<file path="config.mk">
export PLATFORM = sky130hd
export DESIGN_NAME = multicycle_control
export DESIGN_NICKNAME = d
export VERILOG_FILES = /design/src/rtl/multicycle_control.sv
export SDC_FILE = /design/constraint.sdc
export NUM_CORES = 1
export LEC_CHECK = 0
export BUFFER_PORTS_ARGS = -buffer_cell sky130_fd_sc_hd__buf_2
export CAP_MARGIN = 10
export CORE_MARGIN = 5
export CORE_UTILIZATION = 41
export DETAILED_ROUTE_END_ITERATION = 10
export PLACE_DENSITY = 0.79
export SYNTH_ARGS = -nofsm -noshare
export SYNTH_HDL_FRONTEND = slang
export SYNTH_SLANG_ARGS = --single-unit
</file>
<file path="constraint.sdc">
create_clock -name clk -period 4.4 [get_ports clk]
set_input_delay 1.32 -clock clk [delete_from_list [all_inputs] [get_ports clk]]
set_output_delay 1.32 -clock clk [all_outputs]
set_load 0.05 [all_outputs]
</file>
<file path="src/rtl/multicycle_control.sv">
// ---------------------------------------------------------------------------
// multicycle_control
//
// Moore-style control FSM for the multi-cycle CPU datapath. Each instruction
// walks FETCH -> DECODE -> (execute / branch / memory) -> write-back and
// then returns to FETCH. Illegal opcodes, including R-type with an unknown
// func field, park the FSM in HALT with a sticky illegal flag until reset.
//
// Ports:
//   clk            system clock, rising edge
//   reset          synchronous, active-high
//   instr          instruction register contents
//   alu_zero       ALU zero flag, used only to resolve beq/bne
//   ir_wren        load instruction register
//   pc_lden        load PC
//   pc_sel         0 = PC+4, 1 = PC+4+(immed<<2)
//   rf_wren        register file write enable (address instr[20:16])
//   rf_wrdata_sel  0 = alu_out, 1 = mem_out
//   rf_b_sel       0 = read instr[15:11], 1 = read instr[20:16]
//   alu_bin_sel    0 = rfb, 1 = immed
//   alu_a_zero     force ALU A operand to 0
//   alu_func       ALU operation
//   mem_wren       data memory write
//   mem_byte       byte access (lb/sb)
//   illegal        sticky illegal-instruction flag
//   state_dbg      current state encoding
// ---------------------------------------------------------------------------
module multicycle_control (
    input  logic        clk,
    input  logic        reset,
    input  logic [31:0] instr,
    input  logic        alu_zero,
    output logic        ir_wren,
    output logic        pc_lden,
    output logic        pc_sel,
    output logic        rf_wren,
    output logic        rf_wrdata_sel,
    output logic        rf_b_sel,
    output logic        alu_bin_sel,
    output logic        alu_a_zero,
    output logic [3:0]  alu_func,
    output logic        mem_wren,
    output logic        mem_byte,
    output logic        illegal,
    output logic [3:0]  state_dbg
);

    // Opcode encodings (instr[31:26])
    localparam logic [5:0] OP_R    = 6'b100000;
    localparam logic [5:0] OP_LI   = 6'b111000;
    localparam logic [5:0] OP_LUI  = 6'b111001;
    localparam logic [5:0] OP_ADDI = 6'b110000;
    localparam logic [5:0] OP_ANDI = 6'b110010;
    localparam logic [5:0] OP_ORI  = 6'b110011;
    localparam logic [5:0] OP_B    = 6'b111111;
    localparam logic [5:0] OP_BEQ  = 6'b000000;
    localparam logic [5:0] OP_BNE  = 6'b000001;
    localparam logic [5:0] OP_LB   = 6'b000011;
    localparam logic [5:0] OP_LW   = 6'b001111;
    localparam logic [5:0] OP_SB   = 6'b000111;
    localparam logic [5:0] OP_SW   = 6'b011111;

    // ALU operation codes used directly by the FSM
    localparam logic [3:0] ALU_ADD = 4'b0000;
    localparam logic [3:0] ALU_SUB = 4'b0001;
    localparam logic [3:0] ALU_AND = 4'b0010;
    localparam logic [3:0] ALU_OR  = 4'b0011;

    typedef enum logic [3:0] {
        IDLE     = 4'd0,
        FETCH    = 4'd1,
        DECODE   = 4'd2,
        EXEC_R   = 4'd3,
        EXEC_I   = 4'd4,
        BRANCH   = 4'd5,
        MEM_ADDR = 4'd6,
        MEM_RD   = 4'd7,
        MEM_WR   = 4'd8,
        WB_ALU   = 4'd9,
        WB_MEM   = 4'd10,
        HALT     = 4'd11
    } state_t;

    state_t state_q;
    state_t state_d;

    logic [5:0] opcode;
    logic [5:0] func;

    logic is_r;
    logic r_func_ok;
    logic is_li;
    logic is_lui;
    logic is_addi;
    logic is_andi;
    logic is_ori;
    logic is_itype;
    logic is_b;
    logic is_beq;
    logic is_bne;
    logic is_branch;
    logic is_lb;
    logic is_lw;
    logic is_sb;
    logic is_sw;
    logic is_load;
    logic is_store;
    logic reads_rd;

    logic [3:0] i_alu_func;
    logic       i_a_zero;
    logic       branch_taken;

    // Raw enables before reset gating
    logic ir_wren_raw;
    logic pc_lden_raw;
    logic rf_wren_raw;
    logic mem_wren_raw;

    // Immediate, register-address and shift fields belong to the datapath
    logic unused_instr_bits;

    assign opcode            = instr[31:26];
    assign func              = instr[5:0];
    assign unused_instr_bits = ^instr[25:6];

    // Instruction classification from the IR contents
    always_comb begin
        is_r    = (opcode == OP_R);
        is_li   = (opcode == OP_LI);
        is_lui  = (opcode == OP_LUI);
        is_addi = (opcode == OP_ADDI);
        is_andi = (opcode == OP_ANDI);
        is_ori  = (opcode == OP_ORI);
        is_b    = (opcode == OP_B);
        is_beq  = (opcode == OP_BEQ);
        is_bne  = (opcode == OP_BNE);
        is_lb   = (opcode == OP_LB);
        is_lw   = (opcode == OP_LW);
        is_sb   = (opcode == OP_SB);
        is_sw   = (opcode == OP_SW);

        is_itype  = is_li | is_lui | is_addi | is_andi | is_ori;
        is_branch = is_b | is_beq | is_bne;
        is_load   = is_lb | is_lw;
        is_store  = is_sb | is_sw;

        // beq/bne compare against rd and stores write rd, so port B reads
        // the instr[20:16] field for these four
        reads_rd = is_beq | is_bne | is_sb | is_sw;

        r_func_ok = 1'b0;
        case (func)
            6'b110000, 6'b110001, 6'b110010, 6'b110011, 6'b110100,
            6'b111000, 6'b111001, 6'b111010, 6'b111100, 6'b111101:
                r_func_ok = 1'b1;
            default:
                r_func_ok = 1'b0;
        endcase

        // li/lui pass the immediate through an add with A forced to zero
        i_alu_func = ALU_ADD;
        if (is_andi) begin
            i_alu_func = ALU_AND;
        end else if (is_ori) begin
            i_alu_func = ALU_OR;
        end
        i_a_zero = is_li | is_lui;

        branch_taken = is_b | (is_beq & alu_zero) | (is_bne & ~alu_zero);
    end

    // State register with synchronous reset
    always_ff @(posedge clk) begin
        if (reset) begin
            state_q <= IDLE;
        end else begin
            state_q <= state_d;
        end
    end

    // Next-state and Moore outputs; everything defaults to zero
    always_comb begin
        state_d       = state_q;
        ir_wren_raw   = 1'b0;
        pc_lden_raw   = 1'b0;
        pc_sel        = 1'b0;
        rf_wren_raw   = 1'b0;
        rf_wrdata_sel = 1'b0;
        rf_b_sel      = 1'b0;
        alu_bin_sel   = 1'b0;
        alu_a_zero    = 1'b0;
        alu_func      = ALU_ADD;
        mem_wren_raw  = 1'b0;
        mem_byte      = 1'b0;
        illegal       = 1'b0;

        case (state_q)
            IDLE: begin
                state_d = FETCH;
            end

            FETCH: begin
                ir_wren_raw = 1'b1;
                state_d     = DECODE;
            end

            DECODE: begin
                rf_b_sel = reads_rd;
                if (is_r && r_func_ok) begin
                    state_d = EXEC_R;
                end else if (is_itype) begin
                    state_d = EXEC_I;
                end else if (is_branch) begin
                    state_d = BRANCH;
                end else if (is_load || is_store) begin
                    state_d = MEM_ADDR;
                end else begin
                    state_d = HALT;
                end
            end

            EXEC_R: begin
                alu_func = instr[3:0];
                state_d  = WB_ALU;
            end

            EXEC_I: begin
                alu_bin_sel = 1'b1;
                alu_func    = i_alu_func;
                alu_a_zero  = i_a_zero;
                state_d     = WB_ALU;
            end

            // The ALU result is still being written, so the EXEC-stage
            // controls are recreated from the opcode and held here
            WB_ALU: begin
                rf_wren_raw = 1'b1;
                pc_lden_raw = 1'b1;
                if (is_r) begin
                    alu_func = instr[3:0];
                end else begin
                    alu_bin_sel = 1'b1;
                    alu_func    = i_alu_func;
                    alu_a_zero  = i_a_zero;
                end
                state_d = FETCH;
            end

            BRANCH: begin
                rf_b_sel    = reads_rd;
                alu_func    = ALU_SUB;
                pc_lden_raw = 1'b1;
                pc_sel      = branch_taken;
                state_d     = FETCH;
            end

            MEM_ADDR: begin
                rf_b_sel    = reads_rd;
                alu_bin_sel = 1'b1;
                alu_func    = ALU_ADD;
                state_d     = is_load ? MEM_RD : MEM_WR;
            end

            MEM_RD: begin
                alu_bin_sel = 1'b1;
                alu_func    = ALU_ADD;
                mem_byte    = is_lb;
                state_d     = WB_MEM;
            end

            MEM_WR: begin
                rf_b_sel     = reads_rd;
                alu_bin_sel  = 1'b1;
                alu_func     = ALU_ADD;
                mem_wren_raw = 1'b1;
                mem_byte     = is_sb;
                pc_lden_raw  = 1'b1;
                state_d      = FETCH;
            end

            WB_MEM: begin
                rf_wren_raw   = 1'b1;
                rf_wrdata_sel = 1'b1;
                mem_byte      = is_lb;
                pc_lden_raw   = 1'b1;
                state_d       = FETCH;
            end

            HALT: begin
                illegal = 1'b1;
                state_d = HALT;
            end

            default: begin
                state_d = IDLE;
            end
        endcase
    end

    // A reset landing mid-instruction must not let any write or load
    // through on that edge, so the enables are masked while reset is high
    assign ir_wren   = ir_wren_raw  & ~reset;
    assign pc_lden   = pc_lden_raw  & ~reset;
    assign rf_wren   = rf_wren_raw  & ~reset;
    assign mem_wren  = mem_wren_raw & ~reset;
    assign state_dbg = state_q;

endmodule

</file>
==> results of run 1 <==
==> tightest hold or removal path: cells and delay by family, from the launching register on <==
| family | cells | cell delay [ns] |
|---|---|---|
| DFF | 1 | 0.43 |
| AOI/OAI and AO/OA | 2 | 0.30 |
==> cell families (layout without fill, tap and decap cells) <==
logic type / Yosys count / after routing / synth area share
and+or+nand+nor: 63 / 63 / 0.430
buffers and inverters: 14 / 41 / 0.0904
xor gates and xnor gates: 2 / 2 / 0.0214
AOI/OAI and AO/OA: 44 / 44 / 0.360
DFF: 4 / 4 / 0.0980
==> layout by cell type, fill, tap and decap left out, drive strengths merged, types with 3 or more instances in the layout <==
cell type and count:
nor3 8, clkbuf 3, and2 3, o21ai 9, nand3 7, o31ai 4
nand2 11, nor2b 5, or2 4, nand2b 3, dfxtp 4, buf 33
or3 3, nor2 9, inv 5, a211oi 5, a21oi 11
==> worst paths after layout <==
path | slack, ns | to | cells after the start
max | 0.27 | pc_sel | 6
min reg2reg | 0.79 | state_dbg[3]$_SDFF_PP0_ | 2
max reg2reg | 2.75 | state_dbg[1]$_SDFF_PP0_ | 3
min | 0.79 | state_dbg[3]$_SDFF_PP0_ | 2
==> cell type report <==
class | count | share of cell area
multi-input cells | 109 | 0.676
clock buffers | 3 | 0.0228
well taps | 27 | 0.0341
inverters | 5 | 0.0190
flip-flops and latches | 4 | 0.0809
repair buffers | 33 | 0.167
==> metrics by stage <==
stage                     hold WS (ns)  setup WS [ns]  utilization  std cells  cell area, um^2
after floorplan                  0.877         0.0647            -        127              823
after global placement           0.770          0.319        0.503        178              967
after detailed placement         0.777          0.325        0.503        178              967
after CTS                        0.780          0.303        0.515        181              990
after global routing             0.810          0.236        0.515        181              990
final                            0.787          0.273        0.515        181              990
==> power by group <==
part           internal, mW  switching (mW)  total [mW]
Combinational        0.0549           0.126       0.181
Sequential           0.0426          0.0228      0.0654
Clock                0.0305          0.0146      0.0451
Total                 0.128           0.163       0.291
==> metal layers <==
layer  share of wire  up-vias  global-route usage
li1                -      537                   -
met1            0.38      523               0.240
met2            0.50       72               0.317
met3            0.12        4              0.0436
met4          0.0076        0              0.0415
met5               0        -                   0
==> results.ini, run 1 <==
[global_routing]
grt_pass1_wl_um = 4230
grt_start_max_net_pins = 18
overflow = 0
antenna_found_initial = 0
grt_pass1_vias = 990
track_usage = 0.188

[finish]
syn_to_final_growth_pct = 21.1
final_layout_size_suffix_gt1_frac = 0.286
seq_area_um2 = 80.1
num_antenna_cells = 0
fin_nets = 191
multi_input_area_um2 = 669
n_fill_cell = 208
largest_reg_flops = 4

[clocking]
clock_latency_ns = 0.23
htreeDepth = 1
cts_tree = done
cts-root-buf = clkbuf_4
cts_made_buffers = 3
cts_buffer_depth = 2
postCtsSetupBuffers = 0
ctsHoldBuffers = 0
cts_resized = 0
cts.sinks = 4
path_clk_slew_ns = 0.04

[routing]
wire_per_inst_um = 14.5
drt_first_pass_iters = 4
drt-vias-per-instance = 6.28
vias = 1136
ant_nets = 0
drt_iter0_drc = 48
wl_um = 2620
drt_drc_violations_left = 0

[logic_synthesis]
synth_area_um2 = 817
synth-main-ff-cell = dfxtp_1
synthDistinctLibCells = 43
synth_top_cell_area_share = 0.0980
async_flop_share = 0
yosysTopAreaCell = dfxtp_1
syn_avg_cell_area_um2 = 6.43
synth-edff-count = 0
synth_warnings = 0
synth_top_cells_by_count = a21oi_1 (11), nand2_1 (11), nor2_1 (9), o21ai_0 (9)
synth_seq_cells = 4
synth_seq_area_share = 0.0980
synth.area.top_cells = dfxtp_1 (9.8%), a21oi_1 (6.7%), o21ai_0 (5.5%)
synth_fp_nets = 162
synth_cells = 127

[critical_path]
worst_path_most_repeated_cell = buf_2
timing.critical_path.cells = buf_2 -> or3_1 -> nor3_1 -> nand3_1 -> a21oi_1 -> buf_2
crit_type = primary input to output port
cp_slowest_cell = or3_1
end_kind = output port
arrival_ns = 2.81
crit_start = instr[29]
slowest_delay_ns = 0.46
crit_path_start_kind = primary input
path_buf_inv = 2
worst-path-max-fanout = 13
r2r_start = state_dbg[1]$_SDFF_PP0_
cp_data_required_time_ns = 3.08
critical-path-top-delay-family = simple AND/OR/NAND/NOR gates

[floorplan]
die_h_um = 54.6
core_mm2 = 0.00192
die_area_mm2 = 0.00299
start_util = 0.425
fp-row-count = 16
io_pins = 54
die_w_um = 54.6

[sta]
slew_violations = 0
hold_viol = 0
clock_skew_ns = 0.0000387
finalCritPeriodShare = 0.938
tightest_slew_ns = 0.571
fmax_mhz = 242
grt_setup_unrepaired = no
maxSlewHeadroom = 0.619
totalNegativeSetupSlack_ns = 0
layout_min_cycle_time_ns = 4.13
setup_viol = 0

[placement]
port_buffers = 33
gp_congestion = 0.946
hpwl_um = 2080

[hold_path]
hp-start = state_dbg[0]$_SDFF_PP0_
hold_path.class = flip-flop to flip-flop

[power]
peakVddDrop_mv = 0.219
p_leak_nw = 0.420
total_power_mw = 0.291
powerDensity_mw_per_mm2 = 294

[job]
max_cap_viol_count = 0

[run_status]
status = complete, no violations

(Power assumes the default switching activity.)
==> inputs of run 2 (changes only) <==
BUFFER_PORTS_ARGS = -buffer_cell sky130_fd_sc_hd__buf_4   (was -buffer_cell sky130_fd_sc_hd__buf_2)
MAX_ROUTING_LAYER = met4   (was unset)
==> run 2 against run 1 <==
Compared with the run above:
- setup slack gained 0.096 ns
- routed wire length grew 0.57%
- critical path depth is the same
- design area up 8.3%
- register-to-register slack barely moved
- sequential share of layout area shrank 0.62 points
- count of clock-buffer cells in the layout is the same
- flip-flop and latch count unchanged
- die area stayed put
- global-route usage up 0.19 points
- combinational power rose by 8%
- critical path type unchanged
- critical endpoint unchanged
==> results.ini, run 2 (synthesis gave the netlist of run 1 again) <==
[run_status]
status = complete, no violations  ; unchanged

[power]
peakVddDrop_mv = 0.157  ; was 0.219 mV
p_leak_nw = 0.432  ; was 0.420 nW
powerDensity_mw_per_mm2 = 286  ; was 294 mW/mm^2

[sta]
maxSlewHeadroom = 0.612  ; was 0.619
setup_viol = 0  ; unchanged
clock_skew_ns = 0.00448  ; was 0.0000387 ns
slew_violations = 0  ; unchanged
grt_setup_unrepaired = no  ; unchanged
layout_min_cycle_time_ns = 4.03  ; was 4.13 ns
finalCritPeriodShare = 0.916  ; was 0.938
tightest_slew_ns = 0.581  ; was 0.571 ns
fmax_mhz = 248  ; was 242 MHz
totalNegativeSetupSlack_ns = 0  ; unchanged
hold_viol = 0  ; unchanged

[global_routing]
grt_pass1_wl_um = 4160  ; was 4230 um
overflow = 0  ; unchanged
grt_start_max_net_pins = 18  ; unchanged
antenna_found_initial = 0  ; unchanged
track_usage = 0.190  ; was 0.188
grt_pass1_vias = 975  ; was 990

[routing]
drt_iter0_drc = 32  ; was 48
wl_um = 2630  ; was 2620 um
drt_first_pass_iters = 4  ; unchanged
wire_per_inst_um = 14.6  ; was 14.5 um
drt_drc_violations_left = 0  ; unchanged
ant_nets = 0  ; unchanged
drt-vias-per-instance = 6.08  ; was 6.28
vias = 1100  ; was 1136

[placement]
dpl.cell_count = 178  ; unchanged
hpwl_um = 2050  ; was 2080 um
port_buffers = 33  ; unchanged
gp_congestion = 0.972  ; was 0.946

[finish]
n_fill_cell = 217  ; was 208
largest_reg_flops = 4  ; unchanged
syn_to_final_growth_pct = 31.2  ; was 21.1%
num_antenna_cells = 0  ; unchanged
multi_input_area_um2 = 669  ; unchanged
final_layout_size_suffix_gt1_frac = 0.286  ; unchanged
fin_cells = 181  ; unchanged
seq_area_um2 = 80.1  ; unchanged
final_common_cell = buf_4  ; was buf_2
fin_nets = 191  ; unchanged
mostFrequentLayoutCells = buf_4 (33), nand2_1 (11), a21oi_1 (11), nor2_1 (9), o21ai_0 (9)  ; was buf_2 (33), nand2_1 (11), a21oi_1 (11), nor2_1 (9), o21ai_0 (9)

[job]
max_cap_viol_count = 0  ; unchanged

[clocking]
postCtsSetupBuffers = 0  ; unchanged
cts-root-buf = clkbuf_4  ; unchanged
cts.sinks = 4  ; unchanged
cts_made_buffers = 3  ; unchanged
cts_resized = 0  ; unchanged
ctsHoldBuffers = 0  ; unchanged
clock_latency_ns = 0.24  ; was 0.23 ns
cts_buffer_depth = 2  ; unchanged
htreeDepth = 1  ; unchanged
path_clk_slew_ns = 0.04  ; about the same
cts_tree = done  ; unchanged

[critical_path]
crit_type = primary input to output port  ; unchanged
cp_data_required_time_ns = 3.08  ; about the same
crit_start = instr[29]  ; unchanged
r2r_start = state_dbg[1]$_SDFF_PP0_  ; unchanged
reg2regPathDepth = 3  ; unchanged
crit_path_start_kind = primary input  ; unchanged
timing.rr.end = state_dbg[1]$_SDFF_PP0_  ; unchanged
worst-path-max-fanout = 13  ; unchanged
endpoint = pc_sel  ; unchanged
r2r_slack_ns = 2.75  ; about the same
arrival_ns = 2.71  ; was 2.81 ns
end_kind = output port  ; unchanged

[hold_path]
hold_path.class = flip-flop to flip-flop  ; unchanged
whs_path_depth = 2  ; unchanged

[floorplan]
die_area_mm2 = 0.00299  ; unchanged
io_pins = 54  ; unchanged
die_h_um = 54.6  ; unchanged
fp-row-count = 16  ; unchanged
core_mm2 = 0.00192  ; unchanged
start_util = 0.425  ; unchanged
die_w_um = 54.6  ; unchanged

run 2: cell types whose count changed in the layout (fill, tap and decap cells not counted):
cell   before  now
buf_2      33    0
buf_4       0   33
run 2: where the power goes:
group	leakage, nW	total, mW	switching (mW)	internal [mW]
logic	0.385	0.195	0.127	0.0681
clock network	0.0138	0.0468	0.0162	0.0306
registers	0.0330	0.0654	0.0229	0.0426
total	0.432	0.307	0.166	0.141
run 2: critical path: stages:
cell and delay, ns:
buf_4 0.16, or3_1 0.44, nor3_1 0.31, nand3_1 0.12
a21oi_1 0.15, buf_4 0.21
run 2: final cells by class:
cell class	count	area share
clock buffers	3	0.0210
multi-input cells	109	0.624
repair buffers	33	0.231
flip-flops and latches	4	0.0747
well taps	27	0.0315
inverters	5	0.0175
run 2: per-stage QoR:
stage          power, mW  hold slack [ns]   util  instance area [um^2]  worst slack (ns)
2_1_floorplan      0.206            0.877      -                   823            0.0647
5_1_grt            0.326            0.864  0.558                  1070             0.219
3_5_place_dp       0.258            0.788  0.546                  1050             0.409
4_1_cts            0.307            0.791  0.558                  1070             0.389
3_3_place_gp       0.254            0.777  0.546                  1050             0.396
6_report           0.307            0.781  0.558                  1070             0.368
run 2: worst min path at each step:
stage,start,to
floorplan,state_dbg[0]$_SDFF_PP0_,state_dbg[3]$_SDFF_PP0_
global placement,state_dbg[0]$_SDFF_PP0_,state_dbg[3]$_SDFF_PP0_
detailed placement,state_dbg[0]$_SDFF_PP0_,state_dbg[3]$_SDFF_PP0_
CTS,state_dbg[0]$_SDFF_PP0_,state_dbg[3]$_SDFF_PP0_
global route,state_dbg[0]$_SDFF_PP0_,state_dbg[3]$_SDFF_PP0_
finish,state_dbg[0]$_SDFF_PP0_,state_dbg[3]$_SDFF_PP0_
run 2: per-layer routing:
layer,up-vias,track usage,share of wire
met3,4,0.0136,0.055
met2,43,0.303,0.48
li1,530,-,-
met5,-,-,0
met4,0,0.0871,0.012
met1,523,0.242,0.45
